===== config.mk =====
export PLATFORM = sky130hd
export DESIGN_NAME = mem_arbiter
export DESIGN_NICKNAME = d
export VERILOG_FILES = /design/src/rtl/mem_arbiter_pkg.sv /design/src/rtl/mem_lat_cnt.sv /design/src/rtl/mem_arbiter.sv
export SDC_FILE = /design/constraint.sdc
export NUM_CORES = 1
export LEC_CHECK = 0
export ABC_AREA = 0
export CAP_MARGIN = 40
export CORE_ASPECT_RATIO = 1.4
export CORE_MARGIN = 2
export CORE_UTILIZATION = 42
export CTS_CLUSTER_SIZE = 10
export DETAILED_ROUTE_END_ITERATION = 12
export PLACE_DENSITY = 0.8
export SYNTH_ARGS = -nofsm -noshare
export SYNTH_HDL_FRONTEND = slang
export SYNTH_HIERARCHICAL = 1
export SYNTH_SLANG_ARGS = --single-unit

===== constraint.sdc =====
create_clock -name clk -period 2.3 [get_ports clk]
set_input_delay 0.46 -clock clk [delete_from_list [all_inputs] [get_ports clk]]
set_output_delay 0.46 -clock clk [all_outputs]
set_load 0.01 [all_outputs]

===== src/rtl/mem_arbiter_pkg.sv =====
// Shared definitions for the unified-memory arbiter: FSM state encodings
// and the default memory access latency.
package mem_arbiter_pkg;

    // Arbiter FSM states (2-bit encoding).
    typedef enum logic [1:0] {
        ARB_IDLE = 2'd0,
        ARB_IACC = 2'd1,
        ARB_DACC = 2'd2,
        ARB_RESP = 2'd3
    } arb_state_e;

    // Default fixed latency of the unified memory, in cycles.
    localparam int MEM_LAT_DEFAULT = 4;

endpackage


===== src/rtl/mem_lat_cnt.sv =====
// Loadable down-counter with a zero flag. Used to time fixed-latency
// memory accesses; saturates at zero when decrementing.
module mem_lat_cnt
    import mem_arbiter_pkg::*;
#(
    parameter int W = 3
) (
    input  logic         clk,
    input  logic         rst_n,
    input  logic         load_i,
    input  logic [W-1:0] load_val_i,
    input  logic         dec_i,
    output logic         zero_o
);

    logic [W-1:0] cnt_q;
    logic [W-1:0] cnt_d;

    // Next count: load has priority over decrement; stop at zero.
    always_comb begin
        cnt_d = cnt_q;
        if (load_i) begin
            cnt_d = load_val_i;
        end else if (dec_i && (cnt_q != '0)) begin
            cnt_d = cnt_q - 1'b1;
        end
    end

    // Count register with synchronous active-low reset.
    always_ff @(posedge clk) begin
        if (!rst_n) begin
            cnt_q <= '0;
        end else begin
            cnt_q <= cnt_d;
        end
    end

    assign zero_o = (cnt_q == '0);

endmodule


===== src/rtl/mem_arbiter.sv =====
// Arbiter sharing one single-ported fixed-latency memory between
// instruction fetch (I-side) and load/store (D-side). Data wins by default;
// a fairness bit hands the next grant to fetch after a contested D access.
// All memory-side and ready outputs are decoded from registered state.
module mem_arbiter
    import mem_arbiter_pkg::*;
#(
    parameter int MEM_LAT = MEM_LAT_DEFAULT,
    parameter int ADDR_W  = 16,
    parameter int DATA_W  = 16
) (
    input  logic              clk,
    input  logic              rst_n,
    input  logic              i_req,
    input  logic [ADDR_W-1:0] i_addr,
    output logic              i_rdy,
    output logic [DATA_W-1:0] i_data,
    input  logic              d_rd,
    input  logic              d_wr,
    input  logic [ADDR_W-1:0] d_addr,
    input  logic [DATA_W-1:0] d_wdata,
    output logic              d_rdy,
    output logic [DATA_W-1:0] d_rdata,
    output logic              mem_re,
    output logic              mem_we,
    output logic [ADDR_W-1:0] mem_addr,
    output logic [DATA_W-1:0] mem_wdata,
    input  logic [DATA_W-1:0] mem_rdata,
    output logic              busy
);

    localparam int                CNT_W    = $clog2(MEM_LAT + 1);
    localparam logic [CNT_W-1:0]  CNT_LOAD = CNT_W'(MEM_LAT - 1);

    arb_state_e        state_q;
    arb_state_e        state_d;
    logic              fair_q;
    logic [ADDR_W-1:0] req_addr_q;
    logic [DATA_W-1:0] req_wdata_q;
    logic              req_wr_q;
    logic              req_side_i_q;
    logic [DATA_W-1:0] i_data_q;
    logic [DATA_W-1:0] d_rdata_q;

    logic d_req;
    logic grant_i;
    logic grant_d;
    logic in_acc;
    logic acc_last;
    logic cnt_zero;

    assign d_req    = d_rd | d_wr;
    assign in_acc   = (state_q == ARB_IACC) || (state_q == ARB_DACC);
    assign acc_last = in_acc && cnt_zero;

    // Access-latency timer: loaded with MEM_LAT-1 on grant, counts down
    // while the enables are held; zero marks the last access cycle.
    mem_lat_cnt #(
        .W (CNT_W)
    ) u_lat_cnt (
        .clk        (clk),
        .rst_n      (rst_n),
        .load_i     (grant_i | grant_d),
        .load_val_i (CNT_LOAD),
        .dec_i      (in_acc),
        .zero_o     (cnt_zero)
    );

    // Next-state and grant decode; requests are only looked at in IDLE.
    always_comb begin
        state_d = state_q;
        grant_i = 1'b0;
        grant_d = 1'b0;
        case (state_q)
            ARB_IDLE: begin
                if (d_req && (!i_req || !fair_q)) begin
                    grant_d = 1'b1;
                    state_d = ARB_DACC;
                end else if (i_req) begin
                    grant_i = 1'b1;
                    state_d = ARB_IACC;
                end
            end
            ARB_IACC, ARB_DACC: begin
                if (cnt_zero) begin
                    state_d = ARB_RESP;
                end
            end
            ARB_RESP: begin
                state_d = ARB_IDLE;
            end
            default: begin
                state_d = ARB_IDLE;
            end
        endcase
    end

    // State register.
    always_ff @(posedge clk) begin
        if (!rst_n) begin
            state_q <= ARB_IDLE;
        end else begin
            state_q <= state_d;
        end
    end

    // Latch the winner's address/data/op; a simultaneous rd+wr is a write.
    always_ff @(posedge clk) begin
        if (!rst_n) begin
            req_addr_q   <= '0;
            req_wdata_q  <= '0;
            req_wr_q     <= 1'b0;
            req_side_i_q <= 1'b0;
        end else if (grant_d) begin
            req_addr_q   <= d_addr;
            req_wdata_q  <= d_wdata;
            req_wr_q     <= d_wr;
            req_side_i_q <= 1'b0;
        end else if (grant_i) begin
            req_addr_q   <= i_addr;
            req_wdata_q  <= '0;
            req_wr_q     <= 1'b0;
            req_side_i_q <= 1'b1;
        end
    end

    // Fairness: fetch goes first after a D access that kept fetch waiting;
    // data goes first again once a fetch completes.
    always_ff @(posedge clk) begin
        if (!rst_n) begin
            fair_q <= 1'b0;
        end else if (acc_last) begin
            if (req_side_i_q) begin
                fair_q <= 1'b0;
            end else if (i_req) begin
                fair_q <= 1'b1;
            end
        end
    end

    // Capture read data in the last access cycle; writes leave d_rdata alone.
    always_ff @(posedge clk) begin
        if (!rst_n) begin
            i_data_q  <= '0;
            d_rdata_q <= '0;
        end else if (acc_last) begin
            if (state_q == ARB_IACC) begin
                i_data_q <= mem_rdata;
            end else if (!req_wr_q) begin
                d_rdata_q <= mem_rdata;
            end
        end
    end

    assign busy      = (state_q != ARB_IDLE);
    assign mem_re    = (state_q == ARB_IACC) || ((state_q == ARB_DACC) && !req_wr_q);
    assign mem_we    = (state_q == ARB_DACC) && req_wr_q;
    assign mem_addr  = in_acc ? req_addr_q : '0;
    assign mem_wdata = mem_we ? req_wdata_q : '0;
    assign i_rdy     = (state_q == ARB_RESP) && req_side_i_q;
    assign d_rdy     = (state_q == ARB_RESP) && !req_side_i_q;
    assign i_data    = i_data_q;
    assign d_rdata   = d_rdata_q;

endmodule


After elaboration in Yosys (flattened, before gate mapping)
Index checks and enable logic that the tools add are counted.
W data, S select, Z words.
- register bits after elaboration: 72
- input port bits: 69
- output and inout bits: 69
- logic and storage cells: 70
- add/sub/neg operators: 1
- eq/ne operators: 5
- multiplexer cells: 21
- bitwise operators: 5
- reduce and logical (&&, ||, !) cells: 28
- operator list (cell ; count):
    $mux W16 ; 6
    $mux W2 ; 5
    $mux W1 ; 9
    $reduce_bool A2 Y1 ; 4
    $logic_and A1 B1 Y1 ; 7
    $pmux W2 S3 ; 1
    $reduce_and A2 Y1 ; 3
    $reduce_or A2 Y1 ; 3
    $eq A2 B2 Y1 const B ; 2
    $logic_not A1 Y1 ; 4
    $logic_not A3 Y1 ; 1
    $logic_or A1 B1 Y1 ; 3
    $ne A3 B3 Y1 const B ; 1
    $not A1 Y1 ; 3
    $reduce_and A3 Y1 ; 1
    $reduce_bool A3 Y1 ; 1
    $sub A3 B1 Y3 const B ; 1
    $eq A2 B1 Y1 const B ; 1
    $logic_not A2 Y1 ; 1
    $ne A2 B2 Y1 const B ; 1
    $or A1 B1 Y1 ; 2

Depth between registers and ports, before layout
- depth in word-level cells: 7
- depth in mapped cells: 9
- depth with buffers taken out: 7

By module
Netlist, hierarchy kept.
- modules (own cells, without submodules) (module ; instances ; cells an instance ; area each (um^2) ; sequential area each (um^2)):
    mem_arbiter ; 1 ; 367 ; 2979.1 ; 1381.3
    mem_lat_cnt ; 1 ; 21 ; 185.2 ; 60.1

Worst setup path after synthesis
No wires, ideal clock.
- path type: flip-flop to output port
- start: register state_q[0]
- end: output port mem_addr[10]
- data arrival time: 1.461 ns
- data required time: 1.840 ns
- path slack: 0.379 ns
- cell stages (with the launch flop): 6
- path buffers: 2
- path through: dfxtp_1 > inv_1 > ha_1 > clkbuf_1 > clkbuf_1 > and2_1
- cells in the longest elaborated chain, start to end: 3
- elaborated cells between the ends (all ways): 4
- classes of those cells: eq/ne (2); mux (1); reduce/logical (1)
- ends and longest elaborated chain (element ; line ; text):
    start: declaration ; mem_arbiter.sv:35 ; arb_state_e state_q;
    start signal: assignment ; mem_arbiter.sv:103 ; state_q <= state_d;
    $eq A2 B1 Y1 or $eq A2 B2 Y1 (tied branches) ; mem_arbiter.sv:53 ; assign in_acc = (state_q == ARB_IACC) || (state_q == ARB_DACC);
    $logic_or A1 B1 Y1 (*) ; mem_arbiter.sv:53 ;
    net in_acc ; mem_arbiter.sv:48 ; logic in_acc;
    $mux W16 (*) ; mem_arbiter.sv:158 ; assign mem_addr = in_acc ? req_addr_q : '0;
    end: declaration ; mem_arbiter.sv:26 ; output logic [ADDR_W-1:0] mem_addr,
The timed path passes the listed nets; every way through them passes the cells marked *.

Worst setup path in the final report
- start: register state_q[0]
- end: output port mem_wdata[8]
- cells in the longest elaborated chain, start to end: 3
- ends and longest elaborated chain (element ; line ; text):
    $eq A2 B2 Y1 ; mem_arbiter.sv:157 ; assign mem_we = (state_q == ARB_DACC) && req_wr_q;
    $logic_and A1 B1 Y1 ; mem_arbiter.sv:157 ;
    $mux W16 ; mem_arbiter.sv:159 ; assign mem_wdata = mem_we ? req_wdata_q : '0;
    end: declaration ; mem_arbiter.sv:27 ; output logic [DATA_W-1:0] mem_wdata,
Every way passes these cells.

==> run summary <==
DP HPWL = 6550 um
Max Buffers Root-to-Sink = 2
Fmax = 0.445 GHz
CP Class = reg2out
P&R area growth vs syn = 52.3%
Avg Inst Size Synth = 8.16 sq um
vias in the first global route = 3,247
Max stage delay on crit path = 0.54 ns
Max Slew Vio Count = 0
drt wl/cell = 15.7 um
Post-route DRC = 0
Yosys warnings = 6
fin crit share = 97.7%
worst-skew pair later-pin latency = 0.35 ns
Final min period = 2.25 ns
Post-Syn Instances = 388
CP cell instances = inv_2 -> ha_4 -> and3_1 -> clkdlybuf4s50_1
CTS H-Tree Depth = 3
largest net degree at the start of global routing = 34
status = complete, no violations
Sequential Area = 0.00145 sq mm
Critical Path RT = 1.84 ns
height of the chip = 107 um
synth cell count leaders = dfxtp_1, nand2_1, a21oi_1
Setup TNS Final = 0 ns
CTS buffer count = 9
worst clock skew = 0.00962 ns
Final setup violation count = 0
Yosys cell types = 42
Main synth FF type = dfxtp_1
GP Congestion = 0.863
initial antenna violation count = 0
Routed Antenna Nets = 0
leakage power = 1.88 nW
DRT iter0 DRCs = 129
highest ir drop seen on vdd = 593 uV
CTS tree = yes
worst path arrival time = 1.79 ns
Max-cap violations = 0
num rows = 37
Die Wd = 77.4 um
Final #Nets = 592
flops & latches, synth = 72
RSZ-0062 raised after global routing = no
GR Util All Layers = 23.1%
share of cells above drive strength 1 = 8.06%
Die Area = 0.00825 sq mm
Initial DRT Pass Iterations = 4
hold crit path type = reg2reg
Crit Path Max Fanout = 18
Yosys top cell area share = 45.6%
number of antenna diodes = 0
sequential area share after synthesis = 45.6%
via count = 3,339
post-synthesis cell area = 0.00316 sq mm
Post-synth EDFFs = 0
Port Buffers = 137
fill cell count = 638
CTS sink count = 72
area of the multi-input gates = 0.00155 sq mm
PD cells = 1050 mW/mm^2
slowest CP cell = clkdlybuf4s50_1
CP Launch Type = flip-flop
vias per cell = 5.40
global route overflow = 0
initial core utilization = 43.3%
crit end category = output pin
total design power = 0.00505 W
ys async rst share = 0%
Synth area leaders = dfxtp_1, a21oi_1, nand2_1, o21ai_0, a32oi_1
Routed WL = 9690 um
wire length of the first global-routing pass = 15,300 um
area leader, netlist = dfxtp_1
Clock Tree Root = clkbuf_8
Core ar. = 0.00731 sq mm
clock transition at the registers of the reported paths = 0.07 ns
Fin. Hold Viols = 0
I/O pin count = 138
most frequent cell after synthesis = dfxtp_1
==> worst paths after layout <==
path	startpoint	end	slack, ns	cells past startpoint
hold / removal	d_rdata[11]$_SDFFE_PN0P_	d_rdata[11]$_SDFFE_PN0P_	0.45	2
setup reg to reg	state_q[1]$_SDFFE_PN0P_	d_rdata[1]$_SDFFE_PN0P_	0.37	7
setup / recovery	state_q[0]$_SDFFE_PN0P_	mem_wdata[8]	0.05	4
hold reg to reg	d_rdata[11]$_SDFFE_PN0P_	d_rdata[11]$_SDFFE_PN0P_	0.45	2
==> flip-flops by register name (all words and copies together), names as in the netlist <==
| register | count |
|---|---|
| state_q | 2 |
| u_lat_cnt/cnt_q | 3 |
| req_wr_q | 1 |
| i_data | 16 |
| req_wdata_q | 16 |
| fair_q | 1 |
| req_side_i_q | 1 |
| d_rdata | 16 |
| req_addr_q | 16 |
==> stage by stage <==
stage	hold WS (ns)	setup WS [ns]	utilization, %	area (sq um)	std cells
2_1_floorplan	0.446	0.379	-	3170	389
3_3_place_gp	0.442	0.125	62.8	4600	600
3_5_place_dp	0.446	0.0661	62.9	4600	601
4_1_cts	0.456	0.0355	65.8	4810	618
5_1_grt	0.478	0.00277	65.9	4820	618
6_report	0.454	0.0531	65.9	4820	618
==> worst max-delay path, delay by kind of cell (launching register included) <==
family	cells	cell delay, ns
simple gates	1	0.20
flops	1	0.35
buf+inv	2	0.64
fa+ha+maj	1	0.25
==> routing by layer <==
layer | part of all wire [%] | global-route usage [%] | vias up
met5 | 0 | 0 | -
met4 | 2.0 | 10.2 | 0
met3 | 7.4 | 6.99 | 18
met2 | 50 | 39.1 | 140
met1 | 41 | 26.9 | 1576
li1 | - | - | 1605
==> cell families (layout without fill, tap and decap cells) <==
kind of cell | after synthesis | count (layout) | share of synthesized area (%)
buffers and inverters | 45 | 177 | 6.33
AOI/OAI and AO/OA | 133 | 133 | 25.7
muxes | 1 | 1 | 0.316
adders and majority gates | 6 | 6 | 2.37
xor gates and xnor gates | 1 | 1 | 0.277
and+or+nand+nor | 128 | 128 | 19.2
DFF | 72 | 72 | 45.6
other | 2 | 3 | 0.237
==> area by class of cell <==
cell class,instances,share of cell area (%)
repair buffers,151,30.8
clock buffers,10,2.86
clock inverters,5,0.701
multi-input cells,272,32.2
inverters,11,0.857
well taps,97,2.52
flip-flops and latches,72,30.0
==> power breakdown <==
| part | internal (W) | switching, W | total, W |
|---|---|---|---|
| Clock | 0.000412 | 0.000460 | 0.000872 |
| Sequential | 0.00160 | 0.000219 | 0.00182 |
| Combinational | 0.00109 | 0.00127 | 0.00236 |
| Total | 0.00310 | 0.00195 | 0.00505 |
==> placed cells by master, fill, tap and decap left out, types with 8 or more instances in the layout <==
cell             instances
and2_1                  18
buf_4                   12
nor2_1                  18
a32oi_1                 16
a31oi_1                 17
clkbuf_8                10
inv_1                    8
a21oi_1                 52
and3_1                  17
dfxtp_1                 69
o21ai_0                 32
dlygate4sd2_1           16
nand2_1                 67
clkdlybuf4s50_1        120
==> repair_timing <==
item / in CTS / in global routing
resized for setup: 26 / 2
hold buffers: 0 / 0
setup buffers: 2 / 0
pin swaps: 2 / 0
setup endpoints to repair: 35 / 2
No activity file was read; power rests on OpenSTA's default activity.
